==> src/rtl/sysid_arb_pkg.sv <==
// Shared types and constants for the sysid read arbiter.
package sysid_arb_pkg;

    localparam int MAX_N_REQ = 8;

    localparam logic SYSID_ADDR_ID = 1'b0;
    localparam logic SYSID_ADDR_TS = 1'b1;

    typedef enum logic [2:0] {
        BOOT_ID,
        BOOT_WAIT,
        BOOT_TS,
        BOOT_CMP,
        IDLE,
        ISSUE,
        WAIT,
        RESP
    } state_t;

    // (base + off) mod n for base, off < n.
    function automatic int rr_wrap(input int base, input int off, input int n);
        int s;
        s = base + off;
        return (s >= n) ? (s - n) : s;
    endfunction

endpackage

==> src/rtl/sysid_arbiter_if.sv <==
// Requester-side Avalon-MM read bus, one lane per requester.
interface sysid_arbiter_if #(
    parameter int N_REQ = 2
) ();

    logic [N_REQ-1:0] req_read;
    logic [N_REQ-1:0] req_address;
    logic [N_REQ-1:0] req_waitrequest;
    logic [N_REQ-1:0] req_readdatavalid;
    logic [31:0]      req_readdata;

    // Requester view.
    modport master (
        output req_read,
        output req_address,
        input  req_waitrequest,
        input  req_readdatavalid,
        input  req_readdata
    );

    // Arbiter view.
    modport slave (
        input  req_read,
        input  req_address,
        output req_waitrequest,
        output req_readdatavalid,
        output req_readdata
    );

endinterface

==> src/rtl/rr_arbiter.sv <==
// Combinational round-robin pick: first set request at or after i_ptr.
module rr_arbiter
    import sysid_arb_pkg::*;
#(
    parameter int N_REQ = 2
) (
    input  logic [N_REQ-1:0]         i_req,
    input  logic [$clog2(N_REQ)-1:0] i_ptr,
    output logic [N_REQ-1:0]         o_gnt,
    output logic [$clog2(N_REQ)-1:0] o_idx
);

    localparam int IDX_W = $clog2(N_REQ);

    logic [IDX_W-1:0] w_j;

    // Walk offsets from farthest to nearest so the nearest requester wins.
    always_comb begin
        o_gnt = '0;
        o_idx = '0;
        w_j   = '0;
        for (int k = N_REQ - 1; k >= 0; k--) begin
            w_j = IDX_W'(rr_wrap(int'(i_ptr), k, N_REQ));
            if (i_req[w_j]) begin
                o_gnt = N_REQ'(1) << w_j;
                o_idx = w_j;
            end
        end
    end

endmodule

==> src/rtl/sysid_arbiter.sv <==
// Boot-checks the sysid slave, then shares it round-robin between requesters.
// One slave read in flight at a time; data captured READ_LATENCY cycles after
// the issue cycle. WAIT covers the extra latency cycles beyond the first and
// RESP is the capture cycle; with READ_LATENCY 0 the capture happens in ISSUE
// itself, with READ_LATENCY 1 WAIT is skipped.
module sysid_arbiter
    import sysid_arb_pkg::*;
#(
    parameter int          N_REQ              = 2,
    parameter int          READ_LATENCY       = 0,
    parameter logic [31:0] EXPECTED_ID        = 32'h0000_0000,
    parameter logic [31:0] EXPECTED_TIMESTAMP = 32'h5154_8FB0
) (
    input  logic                clock,
    input  logic                reset_n,
    sysid_arbiter_if.slave      bus,
    output logic                address,
    output logic                read,
    input  logic [31:0]         readdata,
    output logic                boot_done,
    output logic                id_match,
    output logic [31:0]         sysid_id,
    output logic [31:0]         sysid_timestamp
);

    localparam int         IDX_W  = $clog2(N_REQ);
    localparam logic [1:0] LAT    = 2'(READ_LATENCY);
    localparam logic [1:0] LAT_P1 = 2'(READ_LATENCY + 1);
    localparam logic [1:0] LAT_M1 = 2'((READ_LATENCY > 0) ? READ_LATENCY - 1 : 0);
    localparam logic       LAT0   = (READ_LATENCY == 0);

    state_t           r_state;
    state_t           w_nxt;
    logic             r_run;          // low for the first cycle after reset
    logic [1:0]       r_lat;          // cycles since the last issue
    logic [IDX_W-1:0] r_ptr;
    logic [N_REQ-1:0] r_gnt;
    logic             r_addr;
    logic             r_boot_done;
    logic             r_id_match;
    logic [31:0]      r_sysid_id;
    logic [31:0]      r_sysid_ts;
    logic [31:0]      r_rdata;
    logic [N_REQ-1:0] r_rdv;

    logic             w_read;
    logic             w_address;
    logic             w_issue;
    logic             w_cap;
    logic             w_any;
    logic [N_REQ-1:0] w_gnt;
    logic [IDX_W-1:0] w_idx;

    assign w_any = |bus.req_read;

    rr_arbiter #(.N_REQ(N_REQ)) u_rr (
        .i_req (bus.req_read),
        .i_ptr (r_ptr),
        .o_gnt (w_gnt),
        .o_idx (w_idx)
    );

    // State register.
    always_ff @(posedge clock) begin
        if (!reset_n) r_state <= BOOT_ID;
        else          r_state <= w_nxt;
    end

    // Next state, slave strobes and capture strobe.
    always_comb begin
        w_nxt     = r_state;
        w_read    = 1'b0;
        w_address = SYSID_ADDR_ID;
        w_issue   = 1'b0;
        w_cap     = 1'b0;
        case (r_state)
            BOOT_ID: begin
                if (r_run) begin
                    w_read  = 1'b1;
                    w_issue = 1'b1;
                    w_cap   = LAT0;
                    w_nxt   = BOOT_WAIT;
                end
            end
            BOOT_WAIT: begin
                w_cap = (r_lat == LAT);
                if (r_lat == LAT_P1) w_nxt = BOOT_TS;
            end
            BOOT_TS: begin
                w_read    = 1'b1;
                w_address = SYSID_ADDR_TS;
                w_issue   = 1'b1;
                w_cap     = LAT0;
                w_nxt     = BOOT_CMP;
            end
            BOOT_CMP: begin
                w_cap = (r_lat == LAT);
                if (r_lat == LAT_P1) w_nxt = IDLE;
            end
            IDLE: begin
                if (w_any) w_nxt = ISSUE;
            end
            ISSUE: begin
                w_read    = 1'b1;
                w_address = r_addr;
                w_issue   = 1'b1;
                w_cap     = LAT0;
                if (LAT0)                   w_nxt = IDLE;
                else if (READ_LATENCY == 1) w_nxt = RESP;
                else                        w_nxt = WAIT;
            end
            WAIT: begin
                if (r_lat == LAT_M1) w_nxt = RESP;
            end
            RESP: begin
                w_cap = 1'b1;
                w_nxt = IDLE;
            end
            default: w_nxt = BOOT_ID;
        endcase
    end

    // Latency counter, arbitration latch, data capture and boot compare.
    always_ff @(posedge clock) begin
        if (!reset_n) begin
            r_run       <= 1'b0;
            r_lat       <= '0;
            r_ptr       <= '0;
            r_gnt       <= '0;
            r_addr      <= 1'b0;
            r_boot_done <= 1'b0;
            r_id_match  <= 1'b0;
            r_sysid_id  <= '0;
            r_sysid_ts  <= '0;
            r_rdata     <= '0;
            r_rdv       <= '0;
        end else begin
            r_run <= 1'b1;
            r_rdv <= '0;

            if (w_issue)
                r_lat <= 2'd1;
            else if (r_state == BOOT_WAIT || r_state == BOOT_CMP || r_state == WAIT)
                r_lat <= r_lat + 2'd1;

            if (r_state == IDLE && w_any) begin
                r_gnt  <= w_gnt;
                r_addr <= |(w_gnt & bus.req_address);
                r_ptr  <= (w_idx == IDX_W'(N_REQ - 1)) ? '0 : w_idx + 1'b1;
            end

            if (w_cap) begin
                case (r_state)
                    BOOT_ID, BOOT_WAIT: r_sysid_id <= readdata;
                    BOOT_TS, BOOT_CMP:  r_sysid_ts <= readdata;
                    default: begin
                        r_rdata <= readdata;
                        r_rdv   <= r_gnt;
                    end
                endcase
            end

            if (r_state == BOOT_CMP && r_lat == LAT_P1) begin
                r_boot_done <= 1'b1;
                r_id_match  <= (r_sysid_id == EXPECTED_ID) &&
                               (r_sysid_ts == EXPECTED_TIMESTAMP);
            end
        end
    end

    assign bus.req_waitrequest   = (r_state == ISSUE) ? ~r_gnt : '1;
    assign bus.req_readdatavalid = r_rdv;
    assign bus.req_readdata      = r_rdata;
    assign read                  = w_read;
    assign address               = w_address;
    assign boot_done             = r_boot_done;
    assign id_match              = r_id_match;
    assign sysid_id              = r_sysid_id;
    assign sysid_timestamp       = r_sysid_ts;

endmodule

==> src/flat_wrapper.sv <==
// flat-port wrapper written by rule: the top's interface ports become plain ports
module sysid_arbiter_flat import sysid_arb_pkg::*;
#(
    parameter int          N_REQ              = 2,
    parameter int          READ_LATENCY       = 0,
    parameter logic [31:0] EXPECTED_ID        = 32'h0000_0000,
    parameter logic [31:0] EXPECTED_TIMESTAMP = 32'h5154_8FB0
)
  (clock, reset_n, address, read, readdata, boot_done, id_match, sysid_id, sysid_timestamp, bus_req_read, bus_req_address, bus_req_waitrequest, bus_req_readdatavalid, bus_req_readdata);
  sysid_arbiter_if #(.N_REQ(N_REQ)) bus_i ();
  input  logic clock;
  input  logic reset_n;
  output logic address;
  output logic read;
  input  logic [31:0] readdata;
  output logic boot_done;
  output logic id_match;
  output logic [31:0] sysid_id;
  output logic [31:0] sysid_timestamp;
  input wire logic [$bits(bus_i.req_read)-1:0] bus_req_read;
  input wire logic [$bits(bus_i.req_address)-1:0] bus_req_address;
  output wire logic [$bits(bus_i.req_waitrequest)-1:0] bus_req_waitrequest;
  output wire logic [$bits(bus_i.req_readdatavalid)-1:0] bus_req_readdatavalid;
  output wire logic [$bits(bus_i.req_readdata)-1:0] bus_req_readdata;
  assign bus_i.req_read = bus_req_read;
  assign bus_i.req_address = bus_req_address;
  assign bus_req_waitrequest = bus_i.req_waitrequest;
  assign bus_req_readdatavalid = bus_i.req_readdatavalid;
  assign bus_req_readdata = bus_i.req_readdata;
  sysid_arbiter #(.N_REQ(N_REQ), .READ_LATENCY(READ_LATENCY), .EXPECTED_ID(EXPECTED_ID), .EXPECTED_TIMESTAMP(EXPECTED_TIMESTAMP)) u_core (.clock(clock), .reset_n(reset_n), .bus(bus_i), .address(address), .read(read), .readdata(readdata), .boot_done(boot_done), .id_match(id_match), .sysid_id(sysid_id), .sysid_timestamp(sysid_timestamp));
endmodule
==> config.mk <==
export PLATFORM = sky130hd
export DESIGN_NAME = sysid_arbiter_flat
export DESIGN_NICKNAME = d
export VERILOG_FILES = /design/src/rtl/sysid_arb_pkg.sv /design/src/rtl/sysid_arbiter_if.sv /design/src/rtl/rr_arbiter.sv /design/src/rtl/sysid_arbiter.sv /design/src/flat_wrapper.sv
export SDC_FILE = /design/constraint.sdc
export NUM_CORES = 1
export LEC_CHECK = 0
export CORE_MARGIN = 4
export CORE_UTILIZATION = 40
export DETAILED_ROUTE_END_ITERATION = 7
export DONT_BUFFER_PORTS = 1
export GPL_TIMING_DRIVEN = 0
export SETUP_SLACK_MARGIN = 0.05
export SYNTH_ARGS = -nofsm -noshare
export SYNTH_HDL_FRONTEND = slang
export SYNTH_SLANG_ARGS = --single-unit
==> constraint.sdc <==
create_clock -name clock -period 4.6 [get_ports clock]
set_input_delay 0.69 -clock clock [delete_from_list [all_inputs] [get_ports clock]]
set_output_delay 0.69 -clock clock [all_outputs]
set_load 0.1 [all_outputs]
==> results of run 1 <==
critical path, stage by stage (launching register included):
cell and delay [ns]:
dfxtp_1 0.37, buf_2 0.20, nand2_1 0.27, clkbuf_1 0.44, nor2_1 0.11, nand2_1 0.69
Yosys cell counts (3+ instances only):
master	number	area (um2)
dfxtp_1	110	2200
nand2b_1	3	18.8
buf_2	16	80.1
mux2i_1	3	30.0
buf_6	3	33.8
o21ai_0	6	30.0
nor4_1	8	50.1
inv_1	4	15.0
nor2_1	7	26.3
and2_1	3	18.8
and3_1	4	25.0
a21boi_0	60	450
nand2_1	202	758
nor2b_1	6	37.5
nor4bb_1	3	30.0
o21a_1	3	22.5
a21boi_1	36	270
nand4_1	4	25.0
clkbuf_1	19	71.3
final cells by class:
type | count | area [um2]
multi-input combinational | 376 | 2030
clock buffer | 11 | 141
inverter | 4 | 15.0
clock inverter | 4 | 47.5
fill | 1091 | 6010
buffer | 38 | 185
timing repair buffer | 2 | 31.3
sequential | 110 | 2200
tap | 140 | 175
metal layers:
| metal | vias to the layer above | GRT usage | wire length (um) |
|---|---|---|---|
| met4 | 0 | 0.0577 | 166 |
| met2 | 115 | 0.324 | 5930 |
| li1 | 1772 | - | - |
| met1 | 1689 | 0.245 | 5320 |
| met5 | - | 0 | 0 |
| met3 | 15 | 0.0968 | 1390 |
worst max path at each step:
stage,startpoint,end,cells past startpoint,slack [ns]
after floorplan,u_core.r_state[0],read,3,1.0
after global placement,u_core.r_state[0],read,3,0.65
after detailed placement,u_core.r_state[0],bus_req_waitrequest[0],5,1.85
after CTS,u_core.r_state[0],bus_req_waitrequest[0],5,1.41
after global routing,u_core.r_state[0],bus_req_waitrequest[0],5,1.25
final,u_core.r_state[0],bus_req_waitrequest[1],5,1.45
stage by stage:
step	std cells	setup WS (ns)	hold slack, ns	cell area, um2
CTS	685	1.41	0.303	4830
floorplan	528	0.999	0.474	4430
detailed placement	670	1.85	0.500	4640
global placement	668	0.652	0.493	4600
global route	685	1.25	0.304	4830
finish	685	1.45	0.332	4830
state kept, by name (all words and copies together) (netlist names), 2 cells and up:
name                          cells
u_core.bus.req_readdata          32
u_core.bus.req_readdatavalid      2
u_core.sysid_timestamp           32
u_core.r_lat                      2
u_core.r_gnt                      2
u_core.r_state                    3
u_core.sysid_id                  32
power breakdown:
part / leakage [nW] / internal (mW) / switching [mW] / total [mW]
Clock: 0.0952 / 0.263 / 0.328 / 0.590
Sequential: 0.895 / 1.02 / 0.536 / 1.56
Combinational: 0.717 / 0.130 / 0.216 / 0.346
kinds of logic after synthesis:
| family | after synthesis | share of synthesized area |
|---|---|---|
| buffers and inverters | 42 | 0.0452 |
| adder cells (fa/ha/maj) | 2 | 0.00565 |
| AO/OA/AOI/OAI | 115 | 0.192 |
| AND/OR/NAND/NOR | 256 | 0.253 |
| multiplexers | 3 | 0.00678 |
| flip-flops | 110 | 0.497 |
==> results.md, run 1 <==
- Status: complete, no violations
- Critical Path End Type: primary output
- Largest net degree at the start of global routing: 17
- GPL Wtd Cong: 0.813
- Final Skew: 0.0103 ns
- P_leak: 1.71 nW
- Vias: 3591
- Hold WC Path Type: in2reg
- Post-Syn Nets: 568
- Grt ovf: 0
- Hpwl dp: 9.61 mm
- Clock sink count: 110
- Max-Cap Viols: 0
- Clock transition at path regs: 0.09 ns
- Antenna diode count: 0
- Hold_buf cts: 0
- F_max: 0.318 GHz
- Mean Syn Cell Area: 8.39 um2
- Tcrit/Tclk final: 0.684
- Area growth syn-to-layout: 9.10%
- Util after Layout: 0.446
- Total Neg Setup Slack: 0 ns
- Worst setup path category: reg2out
- Worst r2r path cells: 4
- Worst r2r src: u_core.sysid_timestamp[5]
- Iter 0 DRT Violations: 177
- CTS Buffer Depth: 2
- Cells after Synth: 528
- Async S/R FF share, synth: 0
- Tot GR Track Use: 0.203
- CTS tree: yes
- Die Area: 12800 um2
- # rows: 38
- Initial Util: 0.409
- FF+latch count, synth: 110
- Cts repair resizes: 0
- Top FF cell, synth: dfxtp_1
- Crit path DAT: 2.46 ns
- Setup Buffers After CTS: 0
- CORE AREA: 10800 um2
- R2R Setup Slk: 2.26 ns
- Hold path endpoint: u_core.r_run
- # port buffers: 0
- Cts bufs inserted: 9
- First-pass GRT wire length: 20.1 mm
- Total wire length: 12.8 mm
- Vias per inst: 5.24
- Die width: 113 um
- Initial antenna violation count: 0
- Clock period minus worst slack: 3.15 ns
- Slew HR: 0.274
- DRC: 0
- Commonest non-fill, non-tap cells in the layout: nand2_1, dfxtp_1, a21boi_0
- Nets: 581
- Detail Route Antenna Nets: 0
- Total power draw: 2.49 mW
- Endpoints failing hold: 0
- Fraction of layout cells with a size suffix above 1: 0.0734
- Worst EP required: 3.91 ns
- Io pins: 142
- Sequential area share after synthesis: 0.497
- Initial DRT Pass Iterations: 4
- Clk_lat worst skew: 0.38 ns
- CP Launch Type: flop
- Post-synthesis cell type count: 41
- # setup viols final: 0
- Average routed wire per standard cell: 18.7 um
- CTS H-tree depth: 3
- Worst Tran Pin Value: 1.09 ns
- CP Max Fanout: 10
- Hold depth: 0
- RSZ-0062 raised after global routing: no
- Clk root buf: clkbuf_8
- Count of flip-flops with a built-in enable after synthesis: 0
- PD cells: 516 nW/um2
- Vias in the first global route: 3591
- Hold Crit Start: reset_n
- Final max-slew violation count: 0
- Reg2reg end: u_core.id_match
- Die span in y: 113 um
- Worst VDD drop: 237 uV
- Post-Syn Area: 4430 um2
- Synth warn: 0
- Commonest non-fill, non-tap cell in the layout: nand2_1
(Power assumes the default switching activity.)
==> run 2: changes to the inputs <==
Clock period 4.6 ns to 2.85 ns, I/O delays scaled along.
==> run 2 against run 1 <==
Against the previous run:
- total power rose by 65%
- die area did not move
- combinational power rose by 61%
- worst setup slack got worse by 1.2 ns
- clock power rose by 78%
- design area rose by 1.0%
- non-clock buffer count did not move
- highest routed layer unchanged
==> results.md, run 2 (synthesis results as in run 1) <==
- Endpoints failing hold: 0
- Clock sink count: 110
- # rows: 38
- Cts bufs inserted: 9
- RSZ-0062 raised after global routing: no
- Tcrit/Tclk final: 0.904
- Final Skew: 0.00566 ns
- Non-Filler Instances: 685
- Status: complete, no violations
- Initial Util: 0.409
- Max-Cap Viols: 0
- CTS H-tree depth: 3
- Worst VDD drop: 499 uV
- CTS tree: yes
- Crit-path cells: buf_2 -> nand2_1 -> clkbuf_1 -> nor2_2 -> nand2_4
- Commonest non-fill, non-tap cells in the layout: nand2_1, dfxtp_1, a21boi_0
- Vias: 3548
- Total power draw: 4.12 mW
- First-pass GRT wire length: 19.5 mm
- Total wire length: 12.7 mm
- Final hold slack: 0.0675 ns
- Setup Buffers After CTS: 0
- Final max-slew violation count: 0
- Critical Path End Type: primary output
- Area growth syn-to-layout: 10.2%
- Commonest non-fill, non-tap cell in the layout: nand2_1
- Average routed wire per standard cell: 18.5 um
- CP Launch Type: flop
- Clock period minus worst slack: 2.58 ns
- Fill cells: 1097
- DRC: 0
- Hold WC Path Type: in2reg
- Detail Route Antenna Nets: 0
- CP Max Fanout: 10
- # setup viols final: 0
- GPL Wtd Cong: 0.804
- Hold_buf cts: 0
- P_leak: 1.76 nW
- Tot GR Track Use: 0.199
- Hpwl dp: 9.44 mm
- Nets: 581
- Vias per inst: 5.18
- # port buffers: 0
- PD cells: 844 nW/um2
- Largest net degree at the start of global routing: 17
- Clock transition at path regs: 0.10 ns
- Worst Tran Pin Value: 1.09 ns
- Worst EP required: 2.42 ns
- F_max: 0.388 GHz
- Crit path DAT: 2.15 ns
- Antenna diode count: 0
- Placed cells: 670
- Die Area: 12800 um2
- Io pins: 142
- Fraction of layout cells with a size suffix above 1: 0.0807
- CTS Buffer Depth: 2
- Initial DRT Pass Iterations: 4
- Iter 0 DRT Violations: 144
- Slowest cell on crit path: dfxtp_1
- CORE AREA: 10800 um2
- Initial antenna violation count: 0
- Die span in y: 113 um
- Largest stage delay, worst path: 0.45 ns
- Clk_lat worst skew: 0.38 ns
- Grt ovf: 0
- Die width: 113 um
- Worst setup path category: reg2out
- Slew HR: 0.275
- Vias in the first global route: 3524
- Clk root buf: clkbuf_8
==> run 2: cell count changes in the layout (fill, tap and decap cells not counted), sizes merged <==
cell	change
clkinvlp	-1
bufinv	+1
==> run 2: area by class of cell <==
cell class	count	area, um2	area share
Sequential cell	110	2200	0.451
Multi-Input combinational cell	376	2050	0.420
Buffer	38	185	0.0379
Tap cell	140	175	0.0359
Clock buffer	11	151	0.0310
Clock inverter	4	70.1	0.0144
Timing Repair Buffer	2	31.3	0.00641
Inverter	4	15.0	0.00308
==> run 2: power by group <==
group | total (mW) | switching (mW) | internal (mW) | leakage (nW)
clock | 1.05 | 0.518 | 0.536 | 0.115
combinational | 0.556 | 0.346 | 0.210 | 0.750
sequential | 2.51 | 0.865 | 1.65 | 0.895
total | 4.12 | 1.73 | 2.39 | 1.76
==> run 2: layer usage <==
layer,vias up,share of wire,GRT usage
li1,1771,-,-
met1,1632,0.40,0.230
met2,122,0.46,0.317
met3,23,0.11,0.0947
met4,0,0.022,0.0801
met5,-,0,0
==> run 2: worst paths after layout <==
kind	startpoint	endpoint	slack [ns]	cells past startpoint
max	u_core.r_state[0]	bus_req_waitrequest[0]	0.27	5
min	reset_n	u_core.r_run	0.07	0
max reg2reg	u_core.sysid_timestamp[5]	u_core.id_match	0.48	4
min reg2reg	u_core.r_addr	u_core.r_addr	0.54	1
==> run 2: worst max-delay path, delay by kind of cell, from the launching register on <==
family / cells / cell delay, ns
buf+inv: 2 / 0.56
flops: 1 / 0.45
simple gates: 3 / 0.76
==> run 2: stage by stage <==
stage / setup slack [ns] / cell area, um2 / utilization / setup TNS (ns)
2_1_floorplan: 0.286 / 4430 / - / 0
3_3_place_gp: -0.00858 / 4600 / 0.425 / -0.00858
3_5_place_dp: 0.349 / 4640 / 0.428 / 0
4_1_cts: -0.0962 / 4860 / 0.449 / -0.192
5_1_grt: 0.0813 / 4880 / 0.450 / 0
6_report: 0.274 / 4880 / 0.450 / 0
==> run 2: what timing repair did <==
| action | in CTS | in global routing |
|---|---|---|
| setup endpoints to repair | 2 | 2 |
| endpoints found under the hold margin | 0 | 0 |
| gates resized for setup | 0 | 5 |
==> run 3: changes to the inputs <==
--- a/config.mk
+++ b/config.mk
@@ -12,4 +12,5 @@
 export GPL_TIMING_DRIVEN = 0
 export SETUP_SLACK_MARGIN = 0.05
+export SKIP_CTS_REPAIR_TIMING = 1
 export SYNTH_ARGS = -nofsm -noshare
 export SYNTH_HDL_FRONTEND = slang
==> constraint.sdc (replaced) <==
create_clock -name clock -period 2.85 [get_ports clock]
set_input_delay 0.4275 -clock clock [delete_from_list [all_inputs] [get_ports clock]]
set_output_delay 0.4275 -clock clock [all_outputs]
set_load 0.01 [all_outputs]
==> run 3 against run 2 <==
Against the previous run:
- clock skew up 0.0097 ns
- clock-buffer cell count up 2
- maximum frequency up 9.2%
- core utilization down 0.92 points
- clock power down 15%
- die area unchanged
- global-route usage up 0.50 points
- worst setup slack better by 0.22 ns
- critical endpoint is now bus_req_waitrequest[1]
- highest routed layer unchanged
==> results.md, run 3 (synthesis results as in run 1) <==
- Critical Path Stages: 5
- Worst setup path category: reg2out
- CP Launch Type: flop
- # setup viols final: 0
- Largest stage delay, worst path: 0.45 ns
- Tot GR Track Use: 0.204
- CORE AREA: 10800 um2
- Initial DRT Pass Iterations: 4
- Vias: 3598
- Io pins: 142
- Total power draw: 3.21 mW
- Crit path top cell by count: nand2_1
- Slowest cell on crit path: dfxtp_1
- Average routed wire per standard cell: 18.7 um
- Hold depth: 0
- Initial antenna violation count: 0
- Fraction of layout cells with a size suffix above 1: 0.0680
- Clock period minus worst slack: 2.36 ns
- Worst Path Buf+Inv: 2
- Nets: 579
- Final Skew: 0.0154 ns
- CTS tree: yes
- Worst EP required: 2.42 ns
- Clock sink count: 110
- Worst Tran Pin Value: 0.605 ns
- First-pass GRT wire length: 20.1 mm
- Cell Area, Placed: 4600 um2
- Vias per inst: 5.26
- DRC: 0
- Critical Path End Type: primary output
- Slew HR: 0.597
- Internal power: 2.21 mW
- Cts bufs inserted: 9
- Die Area: 12800 um2
- Status: complete, no violations
- Crit path DAT: 1.93 ns
- Commonest non-fill, non-tap cells in the layout: nand2_1, dfxtp_1, a21boi_0
- RSZ-0062 raised after global routing: no
- Iter 0 DRT Violations: 161
- CTS H-tree depth: 3
- Final max-slew violation count: 0
- F_max: 0.424 GHz
- Detail Route Antenna Nets: 0
- Combinational Power Share: 0.156
- Die width: 113 um
- Clock share of power: 0.277
- Antenna diode count: 0
- CP Max Fanout: 10
- Area growth syn-to-layout: 7.97%
- Fill cells: 1101
- Switching share of power: 0.312
- Final hold slack: 0.0762 ns
- Flop pwr share: 0.567
- # rows: 38
- GPL Wtd Cong: 0.813
- Crit-path cells: buf_2 -> nand2_1 -> clkbuf_1 -> nor2_1 -> nand2_1
- Max-Cap Viols: 0
- Worst VDD drop: 281 uV
- Clock transition at path regs: 0.10 ns
- Grt ovf: 0
- Top delay family on crit path: buffers and inverters
- Vias in the first global route: 3608
- Clk root buf: clkbuf_8
- PD cells: 671 nW/um2
- Worst r2r path cells: 7
- Total Neg Setup Slack: 0 ns
- Commonest non-fill, non-tap cell in the layout: nand2_1
- Initial Util: 0.409
- Post-route cell area: 4780 um2
- Endpoints failing hold: 0
- Tcrit/Tclk final: 0.828
- P_leak: 1.69 nW
- CTS Buffer Depth: 2
- Die span in y: 113 um
- Switch Pwr: 1.00 mW
- # port buffers: 0
- Hpwl dp: 9.54 mm
- Clk_lat worst skew: 0.38 ns
- Total wire length: 12.8 mm
- Hold WC Path Type: in2reg
- Largest net degree at the start of global routing: 17
-- run 3: cell count changes in the layout (fill, tap and decap cells not counted), moves of 2 or more --
cell	before	now
o21ai_0	4	6
nand2_1	200	202
o21ai_2	2	0
clkbuf_1	19	21
bufinv_16	2	0
nand2_4	2	0
-- run 3: power groups by stage --
stage / combinational, mW / clock [mW] / sequential [mW]
floorplan: 0.378 / 0 / 1.81
global placement: 0.495 / 0 / 1.86
detailed placement: 0.506 / 0 / 1.86
CTS: 0.509 / 0.929 / 1.82
global route: 0.574 / 0.984 / 1.84
finish: 0.500 / 0.889 / 1.82
-- run 3: cell type report --
type	count	area, um2	share of cell area
Clock inverter	3	18.8	0.00392
Sequential cell	110	2200	0.460
Clock buffer	13	159	0.0332
Inverter	4	15.0	0.00314
Tap cell	140	175	0.0366
Buffer	38	185	0.0387
Multi-Input combinational cell	376	2030	0.424
-- run 3: final timing paths --
path	endpoint	slack, ns	from
min	u_core.r_run	0.08	reset_n
max reg2reg	u_core.sysid_timestamp[8]	0.94	u_core.r_lat[0]
min reg2reg	u_core.bus.req_readdatavalid[0]	0.51	u_core.r_gnt[0]
max	bus_req_waitrequest[1]	0.49	u_core.r_state[0]
-- run 3: per-layer routing --
layer | part of all wire | global-route usage | vias up | routed length, um
met1 | 0.41 | 0.238 | 1693 | 5320
li1 | - | - | 1777 | -
met3 | 0.11 | 0.0882 | 15 | 1360
met4 | 0.018 | 0.0817 | 0 | 230
met2 | 0.46 | 0.329 | 113 | 5910
met5 | 0 | 0 | - | 0
-- run 3: through the flow --
step | setup slack [ns] | util | instances
final | 0.491 | 0.441 | 684
after global routing | 0.303 | 0.441 | 684
after CTS | 0.445 | 0.441 | 684
after detailed placement | 0.906 | 0.425 | 668
after global placement | 0.920 | 0.425 | 668
after floorplan | 1.26 | - | 528
